===== src/rtl/wb_port_arbiter.sv =====
// wb_port_arbiter: register-file write port shared by the W stage and a buffered long-latency unit
module wb_port_arbiter #(
  parameter int XLEN = 32,
  parameter int DEPTH = 2,
  parameter int STARVE_LIMIT = 4
) (
  input  logic            clk,
  input  logic            rst,
  input  logic            RegWriteW,
  input  logic [4:0]      RdW,
  input  logic [XLEN-1:0] ResultW,
  input  logic            LongValid,
  output logic            LongReady,
  input  logic [4:0]      LongRd,
  input  logic [XLEN-1:0] LongData,
  output logic            RegWriteOut,
  output logic [4:0]      RdOut,
  output logic [XLEN-1:0] WDataOut,
  output logic            StallWB,
  output logic [31:0]     PendingMask
);
  localparam int AW = $clog2(DEPTH);
  localparam int CW = $clog2(STARVE_LIMIT + 1);
  logic [4:0]      rd_mem [DEPTH];
  logic [XLEN-1:0] data_mem [DEPTH];
  logic [AW-1:0]   wptr, rptr, off;
  logic [AW:0]     count;
  logic [CW-1:0]   scnt, scnt_n;
  logic            starve_q, req, ne, forced, pop, push;
  assign req = RegWriteW && RdW != 5'd0;
  assign ne = count != '0;
  assign forced = starve_q && ne;
  assign pop = forced || (!req && ne);
  assign LongReady = count < (AW+1)'(DEPTH);
  assign push = LongValid && LongReady && LongRd != 5'd0;
  assign RegWriteOut = req || ne;
  assign StallWB = forced;
  assign RdOut = pop ? rd_mem[rptr] : req ? RdW : 5'd0;
  assign WDataOut = pop ? data_mem[rptr] : req ? ResultW : '0;
  assign scnt_n = (ne && !pop) ? (scnt == CW'(STARVE_LIMIT) ? scnt : scnt + 1'b1) : '0;
  // Entry i is live when its distance from the head is below count; the head drops out while popping
  always_comb begin
    PendingMask = '0;
    off = '0;
    for (int i = 0; i < DEPTH; i++) begin
      off = AW'(i) - rptr;
      if ({1'b0, off} < count && !(pop && off == '0)) PendingMask[rd_mem[i]] = 1'b1;
    end
  end
  always_ff @(posedge clk) begin
    if (push) begin
      rd_mem[wptr] <= LongRd;
      data_mem[wptr] <= LongData;
    end
  end
  always_ff @(posedge clk or posedge rst) begin
    if (rst) begin
      wptr <= '0;
      rptr <= '0;
      count <= '0;
      scnt <= '0;
      starve_q <= 1'b0;
    end else begin
      wptr <= wptr + AW'(push);
      rptr <= rptr + AW'(pop);
      count <= count + (AW+1)'(push) - (AW+1)'(pop);
      scnt <= scnt_n;
      starve_q <= scnt_n >= CW'(STARVE_LIMIT);
    end
  end
endmodule


===== config.mk =====
export PLATFORM = sky130hd
export DESIGN_NAME = wb_port_arbiter
export DESIGN_NICKNAME = d
export VERILOG_FILES = /design/src/rtl/wb_port_arbiter.sv
export SDC_FILE = /design/constraint.sdc
export NUM_CORES = 1
export LEC_CHECK = 0
export ABC_AREA = 0
export CORE_ASPECT_RATIO = 0.75
export CORE_UTILIZATION = 48
export CTS_CLUSTER_DIAMETER = 80
export DETAILED_ROUTE_END_ITERATION = 10
export PLACE_DENSITY = 0.86
export SYNTH_ARGS = -nofsm -noshare
export SYNTH_HDL_FRONTEND = slang
export SYNTH_SLANG_ARGS = --single-unit

===== constraint.sdc =====
create_clock -name clk -period 3.91 [get_ports clk]
set_input_delay 0.5865 -clock clk [delete_from_list [all_inputs] [get_ports clk]]
set_output_delay 0.5865 -clock clk [all_outputs]
set_load 0.005 [all_outputs]

==> key figures <==
Status
  • Status: finished clean

Power and ir drop
  • Sequential Power Share: 42.9%
  • Pwr Density: a little over 500 nW/um2
  • Logic pwr share: 40.8%
  • Worst vdd ir: about 0.00033 V
  • Leakage: 2.14 nW
  • Internal: 0.00199 W
  • Clock Power Share: 16.3%
  • Switching share of power: around 33%
  • Net Sw Power: 0.000987 W

Routing
  • Via count: 3235
  • Via density: 5.65
  • Post-Route WL: 9960 um
  • Number of remaining DRC errors: 0
  • DR iter-0 viols: around 400
  • Routed wire per std cell: around 17 um
  • Routed Antenna Nets: 0
  • Pre-antenna DRT Iters: 5

Layout
  • Antenna Cells: 0
  • Nets: 550
  • Layout cell share with drive strength beyond 1: 6.41%
  • Area grow syn2layout: 43.0%
  • Register area: 2400 um2
  • Fin area: 5790 um2
  • Multi-input gate area: 1390 um2
  • Final Util: 72.2%
  • FILL cells: 551

Setup path
  • Slowest CP cell: clkdlybuf4s50_1
  • CP endpoint kind: output pin
  • FF-to-FF path depth: 4
  • Reg2Reg Capture Point: data_mem[0][3]
  • Critical path's largest stage delay: 0.50 ns
  • R2r startpoint: count[1]
  • WP data required: 3.32 ns
  • R2R setup slack: around 1.8 ns
  • Critical Path End: PendingMask[16]
  • WS Path Type: input pin to output pin
  • Crit path max fanout: 8
  • Crit path top cell by count: clkdlybuf4s50_1
  • Crit-path cells: clkdlybuf4s50_1, nor3_2, a21oi_4, nor2_1, ha_1, nor3_1, o21ai_1, o22ai_1, clkdlybuf4s50_1
  • CP Launch Type: input pin
  • Crit path from: RdW[2]
  • Crit path DAT: 3.08 ns

Timing
  • Setup TNS: 0 ns
  • # setup viols final: 0
  • RSZ-0062 raised after global routing: false
  • Hold Vio Cnt, Final: 0
  • Post-route minimum period: 3.67 ns
  • Worst Setup Slack, final: 0.244 ns
  • Hold Slack: 0.487 ns
  • Worst slew pin tran: 0.965 ns
  • Clock Skew: roughly 0.0080 ns
  • Max Freq: 273 MHz
  • Fin crit share: 93.7%
  • Fin. max-slew vios: 0
  • Worst slew margin: a little over a third

Clock tree
  • Post-CTS setup buffers: 0
  • CTS tree: built
  • Hold-fix buffers, CTS: 0
  • TritonCTS Buffers: 9
  • Sink Count: 81
  • Worst-skew pair later-pin latency: ~0.33 ns
  • Clock root buffer: clkbuf_8
  • CTS HTree Levels: 3
  • Reg clk slew, reported paths: 0.07 ns
  • Deepest clock path buffer count: 2

Floorplanning
  • Cell Rows: 28
  • # IOs: 150
  • Die W: 108 um
  • Initial Util: between 50 and 60%
  • Core ar.: 8020 um2
  • Die Area: 8820 um2
  • Die H: 81.6 um

Yosys
  • Synth area leaders: edfxtp_1, mux2i_1, o32ai_1
  • Primary FF master, synth: edfxtp_1
  • Synth top cells by count: edfxtp_1, inv_1, mux2i_1
  • Post-Synthesis Cells: 320
  • Most common cell in the netlist: edfxtp_1
  • EDFF count, synth: between 70 and 80
  • Syn Area/Cell: 12.7 um2
  • Mapped cell area: around 4000 um2
  • Yosys top cell area share: ~55%
  • Yosys Warn Count: 0
  • Post-synth top area cell: edfxtp_1
  • Yosys cell types: 39
  • Synth async-reset ratio: between 8 and 9%
  • Sequential element share of the synthesized area: 59.2%
  • Net Count, Synth: between 400 and 500
  • Flops & latches, synth: 81

Placed design
  • Setup WS pre-CTS: 0.190 ns
  • DP HPWL: 7040 um
  • Post-DP Area: 5640 um2
  • GP Congestion: 0.873
  • Port bufs: 149

Global routing
  • Vias in the first global route: ~3000
  • First-pass GRT wire length: 15300 um
  • Largest net degree at the start of global routing: 41
  • Initial antenna violation count: 0
  • Gr usage total: 23.0%
  • Total grt overflow: 0

Min path
  • Worst min-delay path category: input pin to async pin

Run
  • Max-cap violation count: 0
==> cell usage in the layout (no fill, tap or decap), types with 3 or more instances in the layout <==
master	n
clkinv_1	3
mux2i_1	37
o22ai_1	32
o32ai_1	32
edfxtp_1	74
and3_1	3
inv_1	46
ha_1	6
nand3_1	6
nand2_1	5
buf_4	5
clkbuf_8	9
nor2_1	7
clkdlybuf4s50_1	149
nand3b_1	7
o31ai_1	3
dfrtp_1	6
==> flip-flops by register name, summed over array words and instances (netlist names) <==
name	count
scnt	3
count	2
data_mem	64
rptr	1
rd_mem	10
wptr	1
==> critical path, delay by kind of cell <==
| family | cells | cell delay [ns] |
|---|---|---|
| simple gates | 3 | 0.61 |
| fa+ha+maj | 1 | 0.27 |
| buf+inv | 2 | 0.99 |
| compound gates | 3 | 0.63 |
==> logic make-up after synthesis <==
group           count (synthesis)  synth area share (%)
compound gates                 79                  15.1
simple gates                   45                  6.58
flops                          81                  59.2
buf+inv                        68                  7.10
xor+xnor                        2                 0.432
fa+ha+maj                       8                  2.47
mux                            37                  9.14
==> layout make-up <==
type | count | share of cell area, %
Tap cell | 105 | 2.27
Clock inverter | 5 | 0.410
Inverter | 46 | 2.98
Multi-Input combinational cell | 171 | 24.0
Clock buffer | 10 | 2.20
Timing Repair Buffer | 155 | 26.7
Sequential cell | 81 | 41.4
==> power by group through the flow <==
stage	combinational, W	sequential [W]	clock [W]
3_3_place_gp	0.00117	0.00129	0
6_report	0.00121	0.00128	0.000486
5_1_grt	0.00131	0.00130	0.000542
3_5_place_dp	0.00121	0.00130	0
2_1_floorplan	0.000737	0.00120	0
4_1_cts	0.00122	0.00128	0.000501
==> timing repair <==
item	CTS	global route
endpoints found under the hold margin	0	0
endpoints found under the setup margin	0	2
resized for setup	0	1
==> worst min path at each step <==
stage | end | cells after the start
final | count[1] | 2
after global routing | count[1] | 2
after CTS | count[1] | 2
after detailed placement | scnt[0] | 2
after global placement | scnt[0] | 2
after floorplan | count[0] | 1
==> per-stage QoR <==
step	power, W	std cells
final	0.00298	573
after global routing	0.00315	573
after CTS	0.00300	573
after detailed placement	0.00251	558
after global placement	0.00246	558
after floorplan	0.00194	320
==> metal layers <==
layer  vias to the layer above  wire (um)  track usage (%)
li1                       1523          -                -
met1                      1524       4220             29.8
met2                       182       4820             38.7
met3                         6        854             5.95
met4                         0         63             6.30
met5                         -          0                0
Power figures use the tool's default switching activity.
